`config.mk`:
```
export PLATFORM = sky130hd
export DESIGN_NAME = add7_host_driver
export DESIGN_NICKNAME = d
export VERILOG_FILES = /design/src/rtl/add7_pkg.sv /design/src/rtl/add7_host_driver.sv
export SDC_FILE = /design/constraint.sdc
export NUM_CORES = 1
export LEC_CHECK = 0
export CORE_AREA = 2 2 154 141
export CTS_CLUSTER_SIZE = 14
export DETAILED_ROUTE_END_ITERATION = 8
export DIE_AREA = 0 0 156 143
export HOLD_SLACK_MARGIN = 0.08
export PLACE_DENSITY = 0.85
export SLEW_MARGIN = 10
export SYNTH_ARGS = -nofsm -noshare
export SYNTH_HDL_FRONTEND = slang
export SYNTH_SLANG_ARGS = --single-unit
```
`constraint.sdc`:
```
create_clock -name clk -period 5.6 [get_ports clk]
set_input_delay 1.12 -clock clk [delete_from_list [all_inputs] [get_ports clk]]
set_output_delay 1.12 -clock clk [all_outputs]
set_load 0.005 [all_outputs]
```
`src/rtl/add7_pkg.sv`:
```
// Shared definitions for the 7-operand adder host driver.
package add7_pkg;

  // Call sequencer states: gather operands, pulse the kernel, wait for done, hand back result.
  typedef enum logic [1:0] {
    COLLECT = 2'd0,
    ISSUE   = 2'd1,
    WAIT    = 2'd2,
    RESPOND = 2'd3
  } add7_state_e;

  localparam int ADD7_N_ARGS     = 7;
  localparam int ADD7_WIDTH      = 32;
  localparam int DEFAULT_TIMEOUT = 64;

endpackage

```
`src/rtl/add7_host_driver.sv`:
```
// Host-side caller for the 7-operand adder kernel: streams operands in, pulses the
// kernel once, waits (bounded) for its done level and streams the result back out.
module add7_host_driver
  import add7_pkg::*;
#(
  parameter int WIDTH   = ADD7_WIDTH,
  parameter int N_ARGS  = ADD7_N_ARGS,
  parameter int TIMEOUT = DEFAULT_TIMEOUT
) (
  input  logic                    clk,
  input  logic                    rst_n,
  input  logic                    s_valid,
  output logic                    s_ready,
  input  logic [WIDTH-1:0]        s_data,
  output logic                    m_valid,
  input  logic                    m_ready,
  output logic [WIDTH-1:0]        m_data,
  output logic                    m_error,
  output logic                    busy,
  output logic                    acc_r_enable,
  output logic [N_ARGS*WIDTH-1:0] acc_init,
  input  logic                    acc_w_enable,
  input  logic [WIDTH-1:0]        acc_result
);

  localparam int CNT_W = (N_ARGS > 1) ? $clog2(N_ARGS) : 1;
  localparam int TMO_W = (TIMEOUT > 1) ? $clog2(TIMEOUT) : 1;
  localparam logic [CNT_W-1:0] CNT_LAST = CNT_W'(N_ARGS - 1);
  localparam logic [TMO_W-1:0] TMO_LAST = TMO_W'(TIMEOUT - 1);

  add7_state_e      state_q, state_d;
  logic [CNT_W-1:0] cnt_q, cnt_d;
  logic [TMO_W-1:0] tmo_q, tmo_d;
  logic [WIDTH-1:0] m_data_q, m_data_d;
  logic             m_error_q, m_error_d;
  logic             accept;

  assign accept = s_valid && s_ready;

  // State, operand counter, wait timer and registered result.
  always_ff @(posedge clk or negedge rst_n) begin
    if (!rst_n) begin
      state_q   <= COLLECT;
      cnt_q     <= '0;
      tmo_q     <= '0;
      m_data_q  <= '0;
      m_error_q <= 1'b0;
    end else begin
      state_q   <= state_d;
      cnt_q     <= cnt_d;
      tmo_q     <= tmo_d;
      m_data_q  <= m_data_d;
      m_error_q <= m_error_d;
    end
  end

  // Operand slots: slot k is written by the k-th accepted operand of a call and then
  // held untouched until the next call, so the kernel sees stable inputs throughout.
  for (genvar gi = 0; gi < N_ARGS; gi++) begin : g_slot
    logic [WIDTH-1:0] slot_q;

    // Capture operand number gi of the current call.
    always_ff @(posedge clk or negedge rst_n) begin
      if (!rst_n) begin
        slot_q <= '0;
      end else if (accept && (cnt_q == CNT_W'(gi))) begin
        slot_q <= s_data;
      end
    end

    assign acc_init[gi*WIDTH +: WIDTH] = slot_q;
  end

  // Next-state logic. acc_w_enable is only looked at in WAIT: before the start pulse the
  // kernel's done level still belongs to the previous call.
  always_comb begin
    state_d   = state_q;
    cnt_d     = cnt_q;
    tmo_d     = tmo_q;
    m_data_d  = m_data_q;
    m_error_d = m_error_q;
    case (state_q)
      COLLECT: begin
        if (accept) begin
          if (cnt_q == CNT_LAST) begin
            cnt_d   = '0;
            state_d = ISSUE;
          end else begin
            cnt_d = cnt_q + CNT_W'(1);
          end
        end
      end
      ISSUE: begin
        tmo_d   = '0;
        state_d = WAIT;
      end
      WAIT: begin
        // Done is checked first so a done arriving on the last wait cycle still wins.
        if (acc_w_enable) begin
          m_data_d  = acc_result;
          m_error_d = 1'b0;
          state_d   = RESPOND;
        end else if (tmo_q == TMO_LAST) begin
          m_data_d  = '0;
          m_error_d = 1'b1;
          state_d   = RESPOND;
        end else begin
          tmo_d = tmo_q + TMO_W'(1);
        end
      end
      RESPOND: begin
        if (m_ready) begin
          state_d = COLLECT;
        end
      end
      default: state_d = COLLECT;
    endcase
  end

  // Stream and kernel handshake outputs decoded from the current state.
  always_comb begin
    s_ready      = (state_q == COLLECT) && rst_n;
    m_valid      = (state_q == RESPOND);
    acc_r_enable = (state_q == ISSUE);
    busy         = !((state_q == COLLECT) && (cnt_q == '0));
  end

  assign m_data  = m_data_q;
  assign m_error = m_error_q;

endmodule

```
==> metrics.txt <==
status=completed; number of DRC markers in iteration 0=196; Core Region=20,600 µm²; Tmin final=3.53 ns; max cap viols=0; post-CTS setup buffer count=0; top cells by area, synth=dfrtp_1 (66%), mux2_2 (23%), a22o_1 (2.7%); Max Freq=283 MHz; top_reg_cell synth=dfrtp_1; R2R Setup Slk=2.92 ns; Post-Route Skew=0.0110 ns; synthesized netlist cell count=634; WHS=0.492 ns; Port Buf Inserts=329; Post-CTS Resized=0; CTS Sinks=268; area grow syn2layout=43.3%; first-pass GRT wire length=40,200 µm; Clock Tree Buf Depth=3; Clock transition at path regs=0.06 ns; Static Leak=6.73 nW; Layout fillers=1,359; total wire length=26,200 µm; Setup Crit Path Kind=register to output pin; Placer Congestion=0.727; top-count cell post-synth=dfrtp_1; share of the synthesized area in the top cell type=65.7%; final cycle utilization of the critical path=63.0%; Post-Layout Cell Count=1,247; clk root buf=clkbuf_16; Mapped Area=10,200 µm²; global route overflow=0; number of CTS-inserted buffers=28; Clock Latency Late Sink=0.53 ns; Post-Syn Nets=710; Max Slew Vio Count=0; crit-path max FO=6; slew margin rel.=21.4%; Min-Delay Path Class=register to register; DIE HEIGHT=143 µm; Final Hold Fails=0; endpoint of the worst hold path=g_slot[1].slot_q[5]; Post-DP HPWL=17,400 µm; pwr dens=510 nW/µm²; element type at the critical path end=output pin; placed insts=1,199; RSZ-0062 raised after global routing=no; cells on worst reg2reg path=5; routed vias/inst=5.35; reg2reg start=state_q[0]; setup violators final=0; Avg WL per Cell=21.0 µm; Site Rows=50; Synth area leader=dfrtp_1; final worst setup slack=2.07 ns; Final Util=71.1%; YS warnings=0; H-Tree Depth=1; most instantiated cells after synthesis=dfrtp_1 (268), mux2_2 (211), a22o_1 (32); Setup WS pre-CTS=1.93 ns; fin nets=1,045; CTS tree=yes; Mean Syn Cell Area=16.1 µm²; CP Launch Type=register; initial antenna violation count=0; post-detailed-route count of antenna-violating nets=0; WP data arrival=2.41 ns; Vias=6,667; Hold Startpoint=g_slot[1].slot_q[5]; Seq cells post-synth=268; Pre-antenna DRT Iters=4; die area=22,300 µm²; EDFF count, synth=0; Hold Buf Count CTS=0; io pins=330; Hold Crit Depth=1; ANT cells=0; RR Endpoint=g_slot[3].slot_q[5]; Yosys cell types=40; worst path required time=4.48 ns; Post-synth ARST share=100%; sequential cell area fraction in the yosys report=65.7%; vias in the first global route=7,161; Remaining DRCs=0; largest net degree at the start of global routing=74; Starting Density=49.6%; Die W=156 µm; maximum vdd drop=0.344 mV; GRT Overall Usage=23.2%; Setup TNS=0 ns; Worst Max-Slew Pin Slew=1.18 ns; layout cells sized above 1=27.2%
==> per-stage QoR <==
step                power (mW)  area [µm²]
global route              7.86       14600
global placement          5.64       13700
CTS                       7.55       14600
detailed placement        5.73       13700
floorplan                 3.92       10200
finish                    7.47       14600
==> layer usage <==
metal	vias to the layer above	wire length, µm	GRT usage, %
li1	2940	-	-
met3	40	1890	6.89
met1	3445	10600	28.6
met2	242	13000	40.1
met5	-	0	0
met4	0	721	6.42
==> cell families after synthesis <==
group,count (synthesis),synth area share (%)
flip-flops,268,65.7
multiplexers,225,24.8
AO/OA/AOI/OAI,53,4.23
AND/OR/NAND/NOR,44,2.49
buffers and inverters,37,1.96
adder cells (fa/ha/maj),7,0.858
==> cells in the final DEF, fill, tap and decap left out, types with 3 or more instances in the layout <==
master	Yosys	final
nand3_1	8	7
a22o_1	32	32
a21oi_1	5	5
buf_4	12	7
mux2_1	13	13
clkbuf_1	6	6
ha_1	7	7
clkdlybuf4s50_1	0	328
clkbuf_16	0	29
clkinv_2	0	5
dfrtp_1	268	268
nor2_1	4	4
and2_1	4	4
mux2_2	211	211
nand2_1	11	10
inv_1	6	6
clkbuf_8	0	5
nand2b_1	3	3
==> area by class of cell <==
cell class	count	area, µm²	area share (%)
flip-flops and latches	268	6710	45.8
repair buffers	336	3350	22.9
multi-input cells	329	3340	22.8
clock buffers	40	817	5.58
well taps	260	325	2.22
clock inverters	8	70.1	0.479
inverters	6	22.5	0.154
==> power by group <==
part           leakage (nW)  switching [mW]  internal [mW]
logic                  2.75           0.857           1.78
clock network         0.434           0.717           1.05
registers              3.54           0.417           2.65
==> critical path: stages (launching register included) <==
cell             delay, ns
dfrtp_1               0.41
inv_1                 0.12
ha_1                  0.27
nand2b_1              0.21
or3_1                 0.38
clkdlybuf4s50_1       0.50
==> how the worst max path moves through the flow <==
stage / from / endpoint / cells past startpoint / slack [ns]
finish: state_q[0] / busy / 5 / 2.07
global route: state_q[0] / busy / 5 / 1.94
CTS: state_q[0] / busy / 5 / 2.05
detailed placement: s_valid / g_slot[2].slot_q[1] / 6 / 1.93
global placement: s_valid / g_slot[2].slot_q[7] / 6 / 1.99
floorplan: rst_n / s_ready / 1 / 3.21
==> flip-flops by register name, summed over array words and instances, names as in the netlist <==
| name | cells |
|---|---|
| state_q | 2 |
| g_slot.slot_q | 224 |
| tmo_q | 6 |
| m_error | 1 |
| m_data | 32 |
| cnt_q | 3 |
No activity file was read; power rests on OpenSTA's default activity.
